## config.mk

```make
export PLATFORM = sky130hd
export DESIGN_NAME = kyber_seq_ctrl
export DESIGN_NICKNAME = d
export VERILOG_FILES = /design/src/rtl/kyber_pkg.sv /design/src/rtl/kyber_seq_regs.sv /design/src/rtl/kyber_seq_ctrl.sv
export SDC_FILE = /design/constraint.sdc
export NUM_CORES = 1
export LEC_CHECK = 0
export CAP_MARGIN = 20
export CORE_MARGIN = 8
export CORE_UTILIZATION = 47
export CTS_CLUSTER_DIAMETER = 30
export DETAILED_ROUTE_END_ITERATION = 10
export PLACE_DENSITY_LB_ADDON = 0.3
export RECOVER_POWER = 100
export SLEW_MARGIN = 20
export SYNTH_ARGS = -nofsm -noshare
export SYNTH_HDL_FRONTEND = slang
export SYNTH_SLANG_ARGS = --single-unit
```

## constraint.sdc

```tcl
create_clock -name clk -period 3.1 [get_ports clk]
set_input_delay 0.62 -clock clk [delete_from_list [all_inputs] [get_ports clk]]
set_output_delay 0.62 -clock clk [all_outputs]
set_load 0.03 [all_outputs]
```

## src/rtl/kyber_pkg.sv

```systemverilog
// kyber_pkg: state encoding, register map and STATUS layout shared by
// the Kyber sequencer and its register window.
package kyber_pkg;

  // State codes are reported verbatim in STATUS[2:0].
  typedef enum logic [2:0] {
    ST_IDLE = 3'd0,
    ST_KEY  = 3'd1,
    ST_ENC  = 3'd2,
    ST_DEC  = 3'd3,
    ST_GAP  = 3'd4,
    ST_ERR  = 3'd5
  } seq_state_e;

  localparam logic [31:0] OFF_CTRL   = 32'h0;
  localparam logic [31:0] OFF_STATUS = 32'h4;
  localparam logic [31:0] OFF_TMO    = 32'h8;
  localparam logic [31:0] OFF_IRQ_EN = 32'hC;

  localparam int CTRL_ABORT = 3;

  localparam int SB_KEY_OK   = 4;
  localparam int SB_ENC_OK   = 5;
  localparam int SB_DEC_OK   = 6;
  localparam int SB_SEQ_DONE = 7;
  localparam int SB_TMO_ERR  = 8;
  localparam int SB_OVERRUN  = 9;
  localparam int SB_LO       = SB_KEY_OK;
  localparam int SB_HI       = SB_OVERRUN;

  function automatic seq_state_e first_stage(input logic [2:0] sel);
    seq_state_e s;
    if (sel[0])      s = ST_KEY;
    else if (sel[1]) s = ST_ENC;
    else if (sel[2]) s = ST_DEC;
    else             s = ST_IDLE;
    return s;
  endfunction

endpackage

```

## src/rtl/kyber_seq_regs.sv

```systemverilog
// kyber_seq_regs: CTRL/STATUS/TMO/IRQ_EN window of the Kyber sequencer.
// IRQ_EN and irq exist only when KYBER_SEQ_IRQ_EN is defined.
module kyber_seq_regs
  import kyber_pkg::*;
#(
  parameter logic [31:0] BASE_ADDR = 32'h4000_7200,
  parameter int          TMO_W     = 16
) (
  input  logic             clk,
  input  logic             rst_n,
  input  logic             req_valid,
  input  logic             wen_Req,
  input  logic [31:0]      addr_Req,
  input  logic [31:0]      data_Req,
  input  logic [2:0]       state,
  input  logic [5:0]       sticky_set,
  output logic             ctrl_we,
  output logic [3:0]       ctrl_bits,
  output logic             err_clr,
  output logic [TMO_W-1:0] tmo_val,
  output logic [31:0]      data_Resp,
  output logic             irq
);

  logic wr, rd;
  logic hit_ctrl, hit_stat, hit_tmo, hit_ien;
  logic [5:0]       sticky_q, sticky_d;
  logic [TMO_W-1:0] tmo_q, tmo_d;
  logic [31:0]      data_resp_q, data_resp_d;
  logic [31:0]      rdata, status_w;
  logic             unused_bits;

  assign wr = req_valid & wen_Req;
  assign rd = req_valid & ~wen_Req;

  assign hit_ctrl = addr_Req == BASE_ADDR + OFF_CTRL;
  assign hit_stat = addr_Req == BASE_ADDR + OFF_STATUS;
  assign hit_tmo  = addr_Req == BASE_ADDR + OFF_TMO;
  assign hit_ien  = addr_Req == BASE_ADDR + OFF_IRQ_EN;

  assign ctrl_we   = wr & hit_ctrl;
  assign ctrl_bits = data_Req[3:0];
  assign err_clr   = wr & hit_stat & data_Req[SB_TMO_ERR];
  assign tmo_val   = tmo_q;
  assign data_Resp = data_resp_q;

  assign status_w = {22'b0, sticky_q, 1'b0, state};

  assign unused_bits = ^{data_Req, hit_ien};

`ifdef KYBER_SEQ_IRQ_EN
  logic irq_en_q, irq_en_d;

  always_comb begin
    irq_en_d = irq_en_q;
    if (wr && hit_ien) irq_en_d = data_Req[0];
  end

  always_ff @(posedge clk or negedge rst_n) begin
    if (!rst_n) irq_en_q <= 1'b0;
    else        irq_en_q <= irq_en_d;
  end

  assign irq = irq_en_q &
               (sticky_q[SB_SEQ_DONE-SB_LO] | sticky_q[SB_TMO_ERR-SB_LO]);
`else
  logic irq_en_q;

  assign irq_en_q = 1'b0;
  assign irq      = 1'b0;
`endif

  // Hardware sets win over a same-cycle W1C so no event is lost.
  always_comb begin
    sticky_d = sticky_q;
    if (wr && hit_stat) sticky_d = sticky_q & ~data_Req[SB_HI:SB_LO];
    sticky_d = sticky_d | sticky_set;
    tmo_d = tmo_q;
    if (wr && hit_tmo) tmo_d = data_Req[TMO_W-1:0];
  end

  always_comb begin
    rdata = '0;
    unique case (1'b1)
      hit_stat: rdata = status_w;
      hit_tmo:  rdata = 32'(tmo_q);
      hit_ien:  rdata = {31'b0, irq_en_q};
      default:  rdata = '0;
    endcase
    data_resp_d = rd ? rdata : data_resp_q;
  end

  always_ff @(posedge clk or negedge rst_n) begin
    if (!rst_n) begin
      sticky_q    <= '0;
      tmo_q       <= '1;
      data_resp_q <= '0;
    end else begin
      sticky_q    <= sticky_d;
      tmo_q       <= tmo_d;
      data_resp_q <= data_resp_d;
    end
  end

endmodule

```

## src/rtl/kyber_seq_ctrl.sv

```systemverilog
// kyber_seq_ctrl: sequences keygen/encrypt/decrypt stages with timeout.
// Define KYBER_SEQ_IRQ_EN to enable the IRQ_EN register and irq output.
module kyber_seq_ctrl
  import kyber_pkg::*;
#(
  parameter logic [31:0] BASE_ADDR = 32'h4000_7200,
  parameter int          TMO_W     = 16
) (
  input  logic        clk,
  input  logic        rst_n,
  input  logic        req_valid,
  input  logic        wen_Req,
  input  logic [31:0] addr_Req,
  input  logic [31:0] data_Req,
  output logic [31:0] data_Resp,
  output logic        key_enable,
  output logic        encryption_enable,
  output logic        decryption_enable,
  input  logic        key_done,
  input  logic        encryption_done,
  input  logic        decryption_done,
  output logic        busy,
  output logic        irq
);

  seq_state_e       state_q, state_d;
  logic [2:0]       sel_q, sel_d;
  logic [TMO_W-1:0] cnt_q, cnt_d;

  logic             ctrl_we, err_clr;
  logic [3:0]       ctrl_bits;
  logic [TMO_W-1:0] tmo_val;
  logic             abort, start;
  logic [2:0]       cur_bit, set_ok;
  logic             cur_done;
  logic             set_done, set_tmo, set_ovr;

  kyber_seq_regs #(
    .BASE_ADDR(BASE_ADDR),
    .TMO_W    (TMO_W)
  ) u_regs (
    .clk       (clk),
    .rst_n     (rst_n),
    .req_valid (req_valid),
    .wen_Req   (wen_Req),
    .addr_Req  (addr_Req),
    .data_Req  (data_Req),
    .state     (state_q),
    .sticky_set({set_ovr, set_tmo, set_done, set_ok}),
    .ctrl_we   (ctrl_we),
    .ctrl_bits (ctrl_bits),
    .err_clr   (err_clr),
    .tmo_val   (tmo_val),
    .data_Resp (data_Resp),
    .irq       (irq)
  );

  assign abort = ctrl_we & ctrl_bits[CTRL_ABORT];
  assign start = ctrl_we & (|ctrl_bits[2:0]);

  always_ff @(posedge clk or negedge rst_n) begin
    if (!rst_n) begin
      state_q <= ST_IDLE;
      sel_q   <= '0;
      cnt_q   <= '0;
    end else begin
      state_q <= state_d;
      sel_q   <= sel_d;
      cnt_q   <= cnt_d;
    end
  end

  always_comb begin
    state_d  = state_q;
    sel_d    = sel_q;
    cnt_d    = cnt_q;
    set_ok   = '0;
    set_done = 1'b0;
    set_tmo  = 1'b0;
    set_ovr  = 1'b0;
    unique case (state_q)
      ST_KEY:  cur_bit = 3'b001;
      ST_ENC:  cur_bit = 3'b010;
      ST_DEC:  cur_bit = 3'b100;
      default: cur_bit = 3'b000;
    endcase
    cur_done = |(cur_bit &
                 {decryption_done, encryption_done, key_done});
    // ERR is sticky until software acknowledges the timeout.
    if (abort && state_q != ST_ERR) begin
      state_d = ST_IDLE;
      sel_d   = '0;
    end else begin
      if (start && state_q != ST_IDLE) set_ovr = 1'b1;
      unique case (state_q)
        ST_IDLE: begin
          if (start) begin
            sel_d   = ctrl_bits[2:0];
            state_d = first_stage(ctrl_bits[2:0]);
            cnt_d   = tmo_val;
          end
        end
        ST_KEY, ST_ENC, ST_DEC: begin
          // A zero load never reaches the expiry value of one.
          if (cur_done) begin
            set_ok  = cur_bit;
            sel_d   = sel_q & ~cur_bit;
            state_d = ST_GAP;
          end else if (cnt_q == TMO_W'(1)) begin
            set_tmo = 1'b1;
            state_d = ST_ERR;
          end else if (cnt_q != '0) begin
            cnt_d = cnt_q - TMO_W'(1);
          end
        end
        ST_GAP: begin
          if (sel_q == '0) begin
            set_done = 1'b1;
            state_d  = ST_IDLE;
          end else begin
            state_d = first_stage(sel_q);
            cnt_d   = tmo_val;
          end
        end
        ST_ERR: begin
          if (err_clr) state_d = ST_IDLE;
        end
        default: state_d = ST_IDLE;
      endcase
    end
  end

  always_comb begin
    key_enable        = state_q == ST_KEY;
    encryption_enable = state_q == ST_ENC;
    decryption_enable = state_q == ST_DEC;
    busy              = state_q != ST_IDLE;
  end

endmodule

```

==> parameters.txt, run 1 <==
Parameter                              Value

Timing
  Number of hold-slack violations in the final timing report ... 0
  Worst slew margin relative to its limit ... 0.01329
  Tmin final ... between 2 and 3 ns
  Crit share post-route ... 0.9109
  Final WS setup ... roughly 0.28 ns
  Setup Viol. Count Final ... 0
  Max Clock Freq ... 354.1 MHz
  Final total negative setup slack ... 0 ns
  Hold Slack ... 0.4723 ns
  Setup repair after global routing missed its margin ... no
  Pin slew with the least headroom to its limit ... 1.480 ns
  Final Max Slew Viols ... 0
  Post-route clock skew ... between 0.005 and 0.006 ns

Drt
  Count of nets left with antenna violations after detail routing ... 0
  Routed metal-1 wirelength ... roughly 3900 µm
  Routed via count divided by cell count ... ~5.4
  Via count ... around 2900
  WL final ... 8879 µm
  Detailed route wirelength on metal3 ... between 500 and 600 µm
  First drt pass iteration count ... 4
  Highest metal layer with signal wires ... met4
  Average detailed-routed wire length per instance ... between 15 and 20 µm
  Number of DRC markers in iteration 0 ... about 180
  Met2 wire length ... between 4000 and 5000 µm
  Residual DRC ... 0

Pwr
  Internal power summed over all cells ... ~1200 µW
  Gate power share ... 0.086
  Maximum ir drop on the vdd rail ... 0.2581 mV
  Leak ... 0.001931 µW
  Sequential share of power ... 0.482
  Pwr/cell area ... approximately 370 nW/µm²
  Switching power as a share of total power ... 0.2388
  Clock Power Share ... 0.432
  Sw power ... 391.9 µW

Status
  Result of the run ... completed

Logic synthesis
  Proportion of synthesized chip area in sequential cells ... 0.4469
  Number of register bits inferred by synthesis ... 60
  Share of flip-flops with an asynchronous set or reset after synthesis ... 1.000
  Cell taking the most area after synthesis ... sky130_fd_sc_hd__dfrtp_1
  Most numerous cell in the Yosys netlist ... sky130_fd_sc_hd__dfrtp_1
  Yosys warning count ... 0
  Area share of the largest cell type after synthesis ... 0.3234
  Top_reg_cell synth ... sky130_fd_sc_hd__dfrtp_1
  Count of unique library cells instantiated by Yosys ... 55
  Synthesized cell area ... 3405 µm²
  Count of mapped cells out of synthesis ... roughly 360
  Most area-consuming cells after synthesis ... sky130_fd_sc_hd__dfrtp_1 (32%), sky130_fd_sc_hd__dfstp_2 (12%), sky130_fd_sc_hd__mux2_2 (7.6%), sky130_fd_sc_hd__o21ai_0 (5.1%), sky130_fd_sc_hd__nand2_1 (4.4%)
  Post-synthesis area per instance ... 9.431 µm²
  Number of enable-type register cells in the synthesized netlist ... 0
  Most used standard cells in the synthesized netlist ... sky130_fd_sc_hd__dfrtp_1 (44), sky130_fd_sc_hd__nand2_1 (40), sky130_fd_sc_hd__o21ai_0 (35)

GRT
  Pin count of the biggest net entering global routing ... slightly above 60
  Number of antenna violations at the first check in global routing ... 0
  Total congestion overflow after global routing ... 0
  Number of global-route vias before repair ... approximately 2900
  Overall global routing resource usage ... 0.1793
  Wire length of the first global-routing pass ... about 14000 µm

Critical path
  Worst-case register-to-register setup slack ... 0.61 ns
  Cell class contributing the biggest share of worst-path delay ... simple AND/OR/NAND/NOR gates
  Data arrival time of the worst path ... ~3.1 ns
  Type of the worst setup path ... in2reg
  Slowest stage cell, crit path ... sky130_fd_sc_hd__nor4b_1
  Buffers & Inverters on Critical Path ... 2
  Critical-path cell list ... clkdlybuf4s50_1, nor4b_1, nand4_1, nor4b_1, o211a_1, clkbuf_1, o21ai_0, a22o_1
  Kind of launch point of the worst setup path ... input port
  Largest stage delay on the critical path ... 0.45 ns
  Required time at the worst-slack endpoint ... approximately 3.3 ns
  Critical-path maximum fanout ... 8
  Worst setup EP type ... flip-flop
  Cell seen most often among critical-path stages ... sky130_fd_sc_hd__nor4b_1

Floorplanning
  Placeable core region ... 7137 µm²
  Horiz. Die Dim ... ~100 µm
  DIE AREA ... 10220 µm²
  Initial standard-cell utilization of the core ... 0.4770
  Placement row count ... 31
  Height of the die ... 101.1 µm
  Count of boundary I/O pins ... approximately 110

Worst hold path
  Path type of the worst min-delay path ... reg2reg

Final layout
  # fillers ... between 600 and 700
  Area added between synthesis and finish ... 29.33%
  # diodes ... 0
  Share of final-layout standard cells stronger than drive strength 1 ... 0.1704
  Number of nets at the end of the flow ... 515

CTS
  Buffers from clock root to sink, at most ... 2
  CTS clk-pin slew, worst paths ... about 0.070 ns
  Hold-fix buffers at CTS ... 0
  Number of cells upsized or downsized after cts ... 0
  H-tree levels ... 3
  Clock Sinks ... 60
  Number of buffers added for setup after CTS ... 0
  Clock tree from TritonCTS ... done
  Number of buffers created by CTS ... 9
  Clock latency on the worst-skew pair ... 0.34 ns
  Root cell of the clock tree ... sky130_fd_sc_hd__clkbuf_8

Placed design
  Hpwl dp ... 6570 µm
  Final weighted congestion in routability-driven placement ... approximately 0.86
  Buffers on Ports ... 74
  Setup WS pre-CTS ... between 0.05 and 0.06 ns

Flow run
  Max-cap violation count ... 0
## power by group through the flow
stage	clock network (µW)	logic (µW)	registers, µW
final	709	141	791
after global routing	763	152	791
after CTS	724	142	791
after detailed placement	0	141	805
after global placement	0	140	805
after floorplan	0	60.1	804
## state kept, by name (all words and copies together) (netlist names)
register          count
cnt_q                16
sel_q                 3
state_q               3
u_regs.data_Resp     16
u_regs.sticky_q       6
u_regs.tmo_val       16
## path summary, 6_finish.rpt
kind	cells past startpoint	endpoint	startpoint
max	8	cnt_q[0]	addr_Req[31]
min	2	u_regs.data_Resp[8]	u_regs.data_Resp[8]
max reg2reg	6	cnt_q[12]	state_q[1]
min reg2reg	2	u_regs.data_Resp[8]	u_regs.data_Resp[8]
max in group asynchronous	2	u_regs.data_Resp[9]	rst_n
min in group asynchronous	2	u_regs.data_Resp[12]	rst_n
## cell type report
type	instances	area, µm²	area share
tap	99	123.9	0.02813
inverter	11	41.29	0.009378
timing repair buffer	90	852.1	0.1935
multi-input combinational	269	1663	0.3777
clock inverter	6	63.81	0.01449
clock buffer	10	137.6	0.03126
sequential	60	1521	0.3456
## stage by stage
stage | power [µW] | util | area (µm²) | instances
final | 1641 | 0.6169 | 4403 | 545
after global routing | 1707 | 0.6169 | 4403 | 545
after CTS | 1657 | 0.6211 | 4433 | 545
after detailed placement | 946.6 | 0.5929 | 4232 | 529
after global placement | 944.4 | 0.5929 | 4232 | 529
after floorplan | 864.4 | - | 3465 | 377
## cells in the final DEF (no fill, tap or decap), types with 3 or more instances in the layout
cell type	n
sky130_fd_sc_hd__a21o_1	6
sky130_fd_sc_hd__a21oi_1	27
sky130_fd_sc_hd__a22oi_1	9
sky130_fd_sc_hd__buf_4	9
sky130_fd_sc_hd__clkbuf_1	3
sky130_fd_sc_hd__clkbuf_8	10
sky130_fd_sc_hd__clkdlybuf4s50_1	53
sky130_fd_sc_hd__conb_1	17
sky130_fd_sc_hd__dfrtp_1	44
sky130_fd_sc_hd__dfstp_2	16
sky130_fd_sc_hd__dlygate4sd3_1	20
sky130_fd_sc_hd__ha_1	3
sky130_fd_sc_hd__inv_1	11
sky130_fd_sc_hd__mux2_2	23
sky130_fd_sc_hd__nand2_1	40
sky130_fd_sc_hd__nand3_1	7
sky130_fd_sc_hd__nand4_1	5
sky130_fd_sc_hd__nor2_1	24
sky130_fd_sc_hd__nor2b_1	4
sky130_fd_sc_hd__nor3_1	7
sky130_fd_sc_hd__nor3b_1	4
sky130_fd_sc_hd__nor4_1	6
sky130_fd_sc_hd__nor4_2	4
sky130_fd_sc_hd__o21ai_0	35
sky130_fd_sc_hd__o41ai_1	3
sky130_fd_sc_hd__xnor2_1	3
sky130_fd_sc_hd__xor2_1	3
## cells by family after synthesis
group                    synth area share
flip-flops                         0.4469
AO/OA/AOI/OAI                      0.1702
AND/OR/NAND/NOR                    0.1889
buffers and inverters             0.08011
XOR/XNOR                          0.01544
other                            0.001101
multiplexers                      0.08636
adder cells (fa/ha/maj)           0.01103
## routing by layer
metal,vias up,GRT usage
met4,0,0.06644
met1,1408,0.2292
li1,1427,-
met2,89,0.2961
met5,-,0
met3,12,0.03039
## worst reg2reg max path: stages (launching register included)
cell and delay [ns]:
sky130_fd_sc_hd__dfrtp_1 0.60, sky130_fd_sc_hd__mux2_2 0.39, sky130_fd_sc_hd__a221oi_1 0.41, sky130_fd_sc_hd__a21boi_1 0.27
sky130_fd_sc_hd__o21a_1 0.19, sky130_fd_sc_hd__buf_12 0.16, sky130_fd_sc_hd__mux2_2 0.35
Power figures use the tool's default switching activity.
==> run 2: changes to the inputs <==
Settings changed: CORE_UTILIZATION 47 to 48, REMOVE_ABC_BUFFERS set to 1, SYNTH_HIERARCHICAL set to 1.
==> parameters.txt, run 2 <==
Parameter                              Value

Status
  Result of the run ... finished with violations
  Violations in the final reports ... capacitance limit, slew limit

Placed design
  Buffers on Ports ... 74
  Setup WS pre-CTS ... -0.4018 ns
  Placed cells ... approximately 580
  Final weighted congestion in routability-driven placement ... 0.8973
  Hpwl dp ... 8103 µm

Floorplanning
  Height of the die ... ~100 µm
  Placement row count ... 32
  DIE AREA ... between 10000 and 15000 µm²
  Horiz. Die Dim ... ~100 µm
  Initial standard-cell utilization of the core ... 0.4905
  Count of boundary I/O pins ... 108
  Placeable core region ... ~7600 µm²

Drt
  Residual DRC ... 0
  Count of nets left with antenna violations after detail routing ... 0
  First drt pass iteration count ... 4
  Routed via count divided by cell count ... 5.899
  Number of DRC markers in iteration 0 ... approximately 190
  Average detailed-routed wire length per instance ... approximately 18 µm
  WL final ... between 10000 and 15000 µm
  Via count ... between 3000 and 4000

Timing
  Crit share post-route ... 0.9690
  Post-route clock skew ... ~0.014 ns
  Max Clock Freq ... between 300 and 400 MHz
  Pin slew with the least headroom to its limit ... between 1.5 and 2 ns
  Setup Viol. Count Final ... 0
  Number of hold-slack violations in the final timing report ... 0
  Tmin final ... around 3.0 ns
  Final WS setup ... between 0.09 and 0.1 ns
  Final Max Slew Viols ... 36
  Worst slew margin relative to its limit ... -0.2624

Logic synthesis
  Most numerous cell in the Yosys netlist ... sky130_fd_sc_hd__dfrtp_1
  Area share of the largest cell type after synthesis ... 0.2935
  Count of unique library cells instantiated by Yosys ... 69
  Multiplexer fraction of the synthesized cell area ... 0.06671
  Count of mapped cells out of synthesis ... around 390
  Yosys warning count ... 6
  Cell taking the most area after synthesis ... sky130_fd_sc_hd__dfrtp_1
  Proportion of synthesized chip area in sequential cells ... 0.4056
  Most area-consuming cells after synthesis ... sky130_fd_sc_hd__dfrtp_1 (29%), sky130_fd_sc_hd__dfstp_2 (11%), sky130_fd_sc_hd__buf_4 (4.2%), sky130_fd_sc_hd__mux2_4 (4.0%), sky130_fd_sc_hd__o211ai_1 (3.4%)
  Share of the synthesized area in compound gates (AO/OA/AOI/OAI) ... 0.1801
  Synthesized-area fraction occupied by adder cells ... 0.01001
  Xor/xnor share of the synthesized area ... 0.002335
  Main combinational cell family by area after synthesis ... simple AND/OR/NAND/NOR gates
  Number of register bits inferred by synthesis ... 60
  Most used standard cells in the synthesized netlist ... sky130_fd_sc_hd__dfrtp_1 (44), sky130_fd_sc_hd__nand2_1 (31), sky130_fd_sc_hd__nor2_1 (24)
  Number of enable-type register cells in the synthesized netlist ... 0
  Synthesized cell area ... between 3000 and 4000 µm²
  Top_reg_cell synth ... sky130_fd_sc_hd__dfrtp_1
  Post-synthesis area per instance ... 9.718 µm²
  Share of flip-flops with an asynchronous set or reset after synthesis ... 1.000
  Simple-Gate Fraction of Synth Area ... 0.2508

Pwr
  Pwr/cell area ... roughly 730 nW/µm²
  Maximum ir drop on the vdd rail ... 0.4757 mV
  Leak ... between 0.002 and 0.0025 µW

CTS
  CTS clk-pin slew, worst paths ... about 0.080 ns
  Root cell of the clock tree ... sky130_fd_sc_hd__clkbuf_8
  Number of buffers created by CTS ... 9
  Clock tree from TritonCTS ... done
  Clock latency on the worst-skew pair ... approximately 0.34 ns
  Hold-fix buffers at CTS ... 0
  Buffers from clock root to sink, at most ... 2
  H-tree levels ... 3
  Clock Sinks ... 60

Critical path
  Cell class contributing the biggest share of worst-path delay ... simple AND/OR/NAND/NOR gates
  Slowest stage cell, crit path ... sky130_fd_sc_hd__or4_4
  Worst setup path startpoint ... addr_Req[0]
  Required time at the worst-slack endpoint ... 3.38 ns
  Critical-path maximum fanout ... 4
  Type of the worst setup path ... in2reg
  Number of cells on the critical path ... 11
  Worst setup EP type ... flip-flop
  Reg2reg start ... state_q[0]
  Capture point of the worst reg-to-reg path ... cnt_q[11]
  Worst-case register-to-register setup slack ... roughly 0.8 ns
  Buffers & Inverters on Critical Path ... 2
  Data arrival time of the worst path ... 3.28 ns
  Kind of launch point of the worst setup path ... input port
  Setup crit end ... cnt_q[4]
  Largest stage delay on the critical path ... between 0.5 and 0.6 ns
  Path depth of the worst reg2reg path ... 5
  Critical-path cell list ... clkdlybuf4s50_1, or4_4, nor4_4, nand2_1, nor3_2, buf_4, o31a_1, o2111ai_2, or3_1, a21oi_1, a221o_1

GRT
  Total congestion overflow after global routing ... 0
  Number of antenna violations at the first check in global routing ... 0
  Pin count of the biggest net entering global routing ... 36
  Number of global-route vias before repair ... ~3700
  Wire length of the first global-routing pass ... about 19000 µm
  Overall global routing resource usage ... 0.2066

Final layout
  Share of final-layout standard cells stronger than drive strength 1 ... 0.2037
  Most common cell after layout, fill and taps aside ... sky130_fd_sc_hd__clkdlybuf4s50_1
  Most frequent cells in the layout ... sky130_fd_sc_hd__clkdlybuf4s50_1 (54), sky130_fd_sc_hd__dfrtp_1 (44), sky130_fd_sc_hd__buf_4 (32)
  Number of nets at the end of the flow ... between 500 and 600
  # diodes ... 0
  Area added between synthesis and finish ... 31.52%
  Count of non-filler cells in the finished layout ... 593

Worst hold path
  Startpoint of the lowest-slack hold path ... u_regs/data_Resp[13]
  Path type of the worst min-delay path ... reg2reg

Flow run
  Max-cap violation count ... 1
-- run 2: cell types whose count changed in the layout (fill, tap and decap cells not counted), sizes merged, moves of 14 or more --
cell    before  now
a21oi       27   12
buf         11   33
nand4        5   19
o211ai       2   17
o21ai       35    6
-- run 2: metal layers --
metal  up-vias  track usage  part of all wire
li1       1622            -                 -
met5         -            0                 0
met3        20      0.04647             0.066
met4         0      0.08170             0.023
met2       141       0.3493              0.51
met1      1715       0.2477              0.40
-- run 2: final cells by class --
type | count | area [µm²]
sequential | 60 | 1521
multi-input combinational | 283 | 1978
timing repair buffer | 113 | 1010
inverter | 19 | 71.32
fill | 615 | 2714
clock buffer | 9 | 123.9
clock inverter | 7 | 101.3
tap | 102 | 127.6
-- run 2: how the worst min path moves through the flow --
| stage | cells after the start | to |
|---|---|---|
| 3_5_place_dp | 1 | u_regs/sticky_q[0] |
| 2_1_floorplan | 0 | cnt_q[0] |
| 5_1_grt | 1 | u_regs/sticky_q[0] |
| 4_1_cts | 1 | u_regs/data_Resp[13] |
| 6_report | 1 | u_regs/data_Resp[13] |
| 3_3_place_gp | 1 | u_regs/sticky_q[0] |
-- run 2: metrics by stage --
stage	hold WS, ns	total power (µW)	util	area (µm²)	TNS (ns)
2_1_floorplan	0.3244	2169	-	3570	-5.875
3_3_place_gp	0.4791	2752	0.6160	4711	-5.679
3_5_place_dp	0.4862	2803	0.6160	4711	-8.544
4_1_cts	0.3673	3610	0.6479	4955	0
5_1_grt	0.5168	3863	0.6451	4933	-0.04565
6_report	0.5014	3621	0.6451	4933	0
-- run 2: repair_timing --
| action | CTS | global route |
|---|---|---|
| endpoints found under the setup margin | 6 | 25 |
| pin swaps | 0 | 1 |
| setup buffers | 0 | 2 |
| resized for setup | 4 | 4 |
| endpoints found under the hold margin | 0 | 0 |
-- run 2: logic make-up (layout without fill, tap and decap cells) --
| family | Yosys count | in the layout |
|---|---|---|
| other | 1 | 17 |
| buffers and inverters | 59 | 148 |
| adder cells (fa/ha/maj) | 3 | 3 |
| XOR/XNOR | 1 | 1 |
| flip-flops | 60 | 60 |
| AND/OR/NAND/NOR | 157 | 157 |
| AO/OA/AOI/OAI | 86 | 86 |
| multiplexers | 19 | 19 |
-- run 2: worst reg2reg max path: stages (launching register included) --
cell	delay, ns
sky130_fd_sc_hd__dfrtp_1	0.73
sky130_fd_sc_hd__mux2_4	0.39
sky130_fd_sc_hd__a22oi_4	0.25
sky130_fd_sc_hd__o22ai_2	0.22
sky130_fd_sc_hd__or4_1	0.56
sky130_fd_sc_hd__nand4_1	0.09
-- run 2: power by group --
part	internal, µW	switching, µW
combinational	727	965
sequential	916	221
clock	456	336
total	2100	1520
